--- config.mk ---
export PLATFORM = sky130hd
export DESIGN_NAME = regfile_write_arbiter
export DESIGN_NICKNAME = d
export VERILOG_FILES = /design/src/rtl/regfile_write_arbiter.sv
export SDC_FILE = /design/constraint.sdc
export NUM_CORES = 1
export LEC_CHECK = 0
export CAP_MARGIN = 25
export CORE_MARGIN = 4
export CORE_UTILIZATION = 33
export DETAILED_ROUTE_END_ITERATION = 12
export PLACE_DENSITY = 0.84
export SLEW_MARGIN = 20
export SYNTH_ARGS = -nofsm -noshare
export SYNTH_HDL_FRONTEND = slang
export SYNTH_SLANG_ARGS = --single-unit
--- constraint.sdc ---
create_clock -name clk -period 2 [get_ports clk]
set_input_delay 0.6 -clock clk [delete_from_list [all_inputs] [get_ports clk]]
set_output_delay 0.6 -clock clk [all_outputs]
set_load 0.03 [all_outputs]
--- src/rtl/regfile_write_arbiter.sv ---
// Round-robin arbiter sharing the LEGv8 register file write port between NUM_REQ
// writeback sources, with one registered output stage, XZR drop and a pending-write query.
module regfile_write_arbiter #(
  parameter int NUM_REQ    = 2,
  parameter int ADDR_WIDTH = 5,
  parameter int DATA_WIDTH = 64
) (
  input  logic                                 clk,
  input  logic                                 reset,
  input  logic [NUM_REQ-1:0]                   req_valid,
  input  logic [NUM_REQ-1:0][ADDR_WIDTH-1:0]   req_addr,
  input  logic [NUM_REQ-1:0][DATA_WIDTH-1:0]   req_data,
  output logic [NUM_REQ-1:0]                   req_ready,
  input  logic                                 wr_stall,
  output logic                                 wr_en,
  output logic [ADDR_WIDTH-1:0]                wr_addr,
  output logic [DATA_WIDTH-1:0]                wr_data,
  input  logic [ADDR_WIDTH-1:0]                query_addr,
  output logic                                 query_pending
);

  localparam int                    PTR_W = $clog2(NUM_REQ);
  localparam logic [ADDR_WIDTH-1:0] XZR   = ADDR_WIDTH'(31);
  localparam logic [PTR_W-1:0]      LAST  = PTR_W'(NUM_REQ - 1);

  logic [PTR_W-1:0] ptr;
  logic [PTR_W-1:0] winner;
  logic [PTR_W-1:0] cand;
  logic [PTR_W-1:0] next_ptr;
  logic             found;
  logic             stage_free;

  // The stage can take a new write when empty or when its current write retires now.
  assign stage_free = !wr_en || !wr_stall;

  always_comb begin
    req_ready = '0;
    winner    = '0;
    found     = 1'b0;
    cand      = ptr;
    if (!reset && stage_free) begin
      for (int k = 0; k < NUM_REQ; k++) begin
        if (!found && req_valid[cand]) begin
          found  = 1'b1;
          winner = cand;
        end
        cand = (cand == LAST) ? '0 : cand + 1'b1;
      end
    end
    if (found) begin
      req_ready[winner] = 1'b1;
    end
  end

  // Wrap explicitly so a non-power-of-two NUM_REQ never lands on an unused index.
  assign next_ptr = (winner == LAST) ? '0 : winner + 1'b1;

  always_ff @(posedge clk) begin
    if (reset) begin
      ptr     <= '0;
      wr_en   <= 1'b0;
      wr_addr <= '0;
      wr_data <= '0;
    end else if (stage_free) begin
      if (found) begin
        ptr     <= next_ptr;
        wr_addr <= req_addr[winner];
        wr_data <= req_data[winner];
        wr_en   <= (req_addr[winner] != XZR);
      end else begin
        wr_en   <= 1'b0;
      end
    end
  end

  assign query_pending = !reset && wr_en && (wr_addr == query_addr) && (query_addr != XZR);

endmodule

-- Word-level counts from Yosys, hierarchy flattened
Index checks and enable logic that the tools add are counted.
- bits in registers: 71
- output and inout bits: 73
- word-level logic and storage cells: 46
- add/subtract/negate cells: 2
- $lt $le $gt $ge: 4
- equality and inequality tests: 3
- mux-type cells: 21
- reductions and logical operators: 12
- operators by type and width (cell ; count):
    64-bit 2-to-1 mux ; 2
    1-bit 2-to-1 mux ; 15
    5-bit 2-to-1 mux ; 2
    5-bit != test (second input constant) ; 2
    1-bit logical AND ; 6
    1-bit by 2-bit less-than comparator with 1-bit output (second input constant) ; 3
    5-bit == test ; 1
    1-bit zero test ; 4
    1-bit adder (second input constant) ; 2
    2-bit 2-to-1 mux ; 1
    2-bit AND reduction ; 1
    1-bit demux with 1-bit select ; 1
    1-bit >= comparator (second input constant) ; 1
    1-bit logical OR ; 1

-- Longest topological paths before layout
- depth in word-level cells: 13
- gate-level depth with buffers: 7
- gate-level depth less buffers: 4

-- Worst setup path after synthesis
No wires, ideal clock.
- kind: input -> output
- from: in reset
- to: out query_pending
- data arrival time: 1625 ps
- data required time: 1400 ps
- slack: -225 ps
- cell stages on the path: 4
- buffers on the path: 1
- path through: buf_4 nor4b_1 nand4_1 a21oi_1
- word-level cells in the longest chain between the ends: 4
- ends and longest elaborated chain (item ; line ; text):
    from (decl) ; 9 ; input logic reset,
    1-bit zero test ; 76 ; assign query_pending = !reset && wr_en && (wr_addr == query_addr) && (query_addr != XZR);
    1-bit logical AND (3 in series) ; 76 ;
    to (decl) ; 19 ; output logic query_pending
No other way between the ends.

-- Final worst setup path
- from: in query_addr[2]
- to: out query_pending
- word-level cells in the longest chain between the ends: 3
- elaborated cells between the ends (all ways): 4
- those cells by class: 2 x eq/ne; 2 x reduce/logical
- ends and longest elaborated chain (item ; line ; text):
    from (decl) ; 18 ; input logic [ADDR_WIDTH-1:0] query_addr,
    5-bit == test ; 76 ;
    1-bit logical AND ; 76 ;
    1-bit logical AND (*) ; 76 ;
Every way passes the cells marked *; elsewhere a longest branch is shown, timed or not.

==> results.toml <==
[run_status]
status = "finished, violations left"
violations = "negative setup slack"

[die]
chipWidth_um = 100
io_pins = 221
die_y_um = 100
core-area_um2 = 8260
placementRows = 33
fp.dieArea_um2 = 10100
start_util_pct = 34.1

[power_and_ir_drop]
p_switching_mw = 1.09
seqPwrFrac_pct = 40.2
switching_share_pct = 27.7
clkPwrFrac_pct = 32.9
power.leakage_nw = 2.48
vdd_drop_max_mv = 0.343
power.internal_mw = 2.85
p_per_area_nw_per_um2 = 722
pwr-share-comb_pct = 27.0
power_mw = 3.94

[global_route]
grt_max_degree = 36
grt-ovfl-total = 0
met2_usage_pct = 39.0
grt_pass1_wl_um = 16800
grt_use_met3_pct = 5.91
busiest_layer = "met2"
antenna_found_initial = 0
met1_usage_pct = 21.1
grt_util_all_layers_pct = 20.9
first_global_vias = 3497

[route]
drt_drc_violations_left = 0
vias = 3338
viasPerCell = 5.55
wl_um = 11200
drt_iter0_markers = 301
drtAntennaViolNets = 0
drt_pass1_iterations = 8
routedWlPerCell_um = 18.6

[clock_tree]
cts_buffers = 9
clk_latency_ns = 0.32
cts.sinks = 71
clockBufferDepth = 2
cts_tree = "yes"
cts_root_buffer = "clkbuf_8"
path_clk_slew_ns = 0.07
h-tree-depth = 3
cts_hold_buf = 0

[timing]
finalHoldViolations = 0
setup-tns-final_ns = -0.233
slew_headroom_pct = 75.1
rsz0062_at_grt = "true"
finalCritPeriodShare_pct = 112
finalWorstSetupSlack_ns = -0.233
tightest_slew_ns = 0.374
setup_viol = 1
final_max_slew_viol_count = 0
max_freq_mhz = 448
finClkSkew_ns = 0.00905
fin_crit_ns = 2.23

[setup_path]
cp-start-kind = "input pin"
cp.required_ns = 1.40
path_max_fanout = 1
cp-end-kind = "output port"
critPathKind = "in2out"
cp_num_buf_inv = 2
crit_chain = "buf_8, xor2_4, nor4b_4, nand4_1, a21oi_4, buf_6"
path_delay_family = "simple AND/OR/NAND/NOR gates"
cp_slowest_cell = "nor4b_4"
slowest_delay_ns = 0.26
worstPathArrival_ns = 1.63

[yosys]
synth_fa_ha_area_share_pct = 0
ys_ff_latch = 71
syn_inst = 270
syn_avg_cell_area_um2 = 10.4
synth_edf_count = 0
synth_area_um2 = 2810
synth_cell_types = 27
synth_xor_area_share_pct = 1.24
synth_flop_cell = "dfxtp_1"
synth_top_area_cell = "dfxtp_1"
synth_compound_area_share_pct = 25.2
synth_simple_gate_area_share_pct = 13.3
synth_area_leaders = "dfxtp_1, a222oi_1, nor2_1"
ys_seq_area_share_pct = 50.5
syn_nets = 418
async_reset_ff_share_pct = 0
synth_top_family_by_area = "compound AO/OA/AOI/OAI gates"
yosys_warnings = 0
yosys-mux-area-fraction_pct = 1.78
yosys.area.top_type_share_pct = 50.5

[cells_and_area]
area_growth_pct = 93.8
layout.nets = 639
finish.utilization_pct = 66.0
final_cell_mix = "clkdlybuf4s50_1, dfxtp_1, nor2_1, a222oi_1, dlymetal6s2s_1"
diodes = 0
layout-drive-gt1-share_pct = 10.7
fin_area_um2 = 5450
layout_commonest_cell = "clkdlybuf4s50_1"

[place]
gp_congestion = 0.802
post_dp_cell_area_um2 = 5100
hpwl_um = 8280
portBuffers = 220

[run]
max_cap_viol_count = 0

[worst_hold_path]
hold_class = "reg2reg"
[cell type report]
| type | instances | area (um2) |
|---|---|---|
| fill | 657 | 2810 |
| timing repair buffer | 241 | 2430 |
| sequential | 71 | 1430 |
| multi-input combinational | 168 | 1230 |
| clock buffer | 11 | 151 |
| tap | 105 | 131 |
| clock inverter | 5 | 80.1 |
[synth_stat cells, types with 2 or more instances]
master	n
dfxtp_1	71
nor2_1	65
a222oi_1	64
buf_6	11
clkbuf_1	11
buf_2	6
mux2i_1	5
nand3b_1	5
o21ai_1	5
nand2_1	4
xnor2_1	3
a21oi_1	2
and3_1	2
buf_4	2
nand4_1	2
[power groups by stage]
stage	combinational, mW	sequential (mW)	clock [mW]
final	1.06	1.58	1.29
after global routing	1.12	1.59	1.39
after CTS	1.07	1.58	1.33
after detailed placement	1.06	1.61	0
after global placement	1.03	1.61	0
after floorplan	0.299	1.80	0
[layer usage]
layer | part of all wire (%) | vias to the layer above
met5 | 0 | -
met4 | 3.6 | 0
met3 | 8.6 | 30
met2 | 53 | 199
met1 | 35 | 1591
li1 | - | 1518
[timing repair]
item / in CTS / in global routing
endpoints found under the setup margin: 11 / 28
pin swaps: 9 / 1
resized for setup: 36 / 26
buffers inserted: 3 / 1
[registers in the layout (all words and copies together) (netlist names)]
signal / count
wr_en: 1
wr_addr: 5
wr_data: 64
ptr: 1
[per-stage QoR]
step | hold slack [ns] | setup slack [ns] | cells
final | 0.494 | -0.233 | 601
after global placement | 0.474 | -0.535 | 581
after global routing | 0.525 | -0.273 | 601
after CTS | 0.509 | -0.183 | 600
after floorplan | 0.471 | -0.00187 | 270
after detailed placement | 0.491 | -0.643 | 581
[final timing paths]
| path | startpoint | endpoint | slack (ns) | depth (start not counted) |
|---|---|---|---|---|
| setup reg to reg | wr_en$_SDFFE_PP0N_ | wr_data[42]$_SDFFE_PP0P_ | 0.23 | 6 |
| hold / removal | wr_data[47]$_SDFFE_PP0P_ | wr_data[47]$_SDFFE_PP0P_ | 0.49 | 2 |
| setup / recovery | query_addr[2] | query_pending | -0.23 | 6 |
| hold reg to reg | wr_data[47]$_SDFFE_PP0P_ | wr_data[47]$_SDFFE_PP0P_ | 0.49 | 2 |
[worst min-delay path: cells and delay by family, from the launching register on]
family	cells	cell delay (ns)
flops	1	0.32
simple gates	1	0.08
compound gates	1	0.06
[logic make-up (layout without fill, tap and decap cells)]
| group | Yosys count | in the layout |
|---|---|---|
| muxes | 5 | 5 |
| buffers and inverters | 31 | 257 |
| DFF | 71 | 71 |
| and+or+nand+nor | 85 | 85 |
| xor gates and xnor gates | 4 | 4 |
| AOI/OAI and AO/OA | 74 | 74 |
No activity file was read; power rests on OpenSTA's default activity.
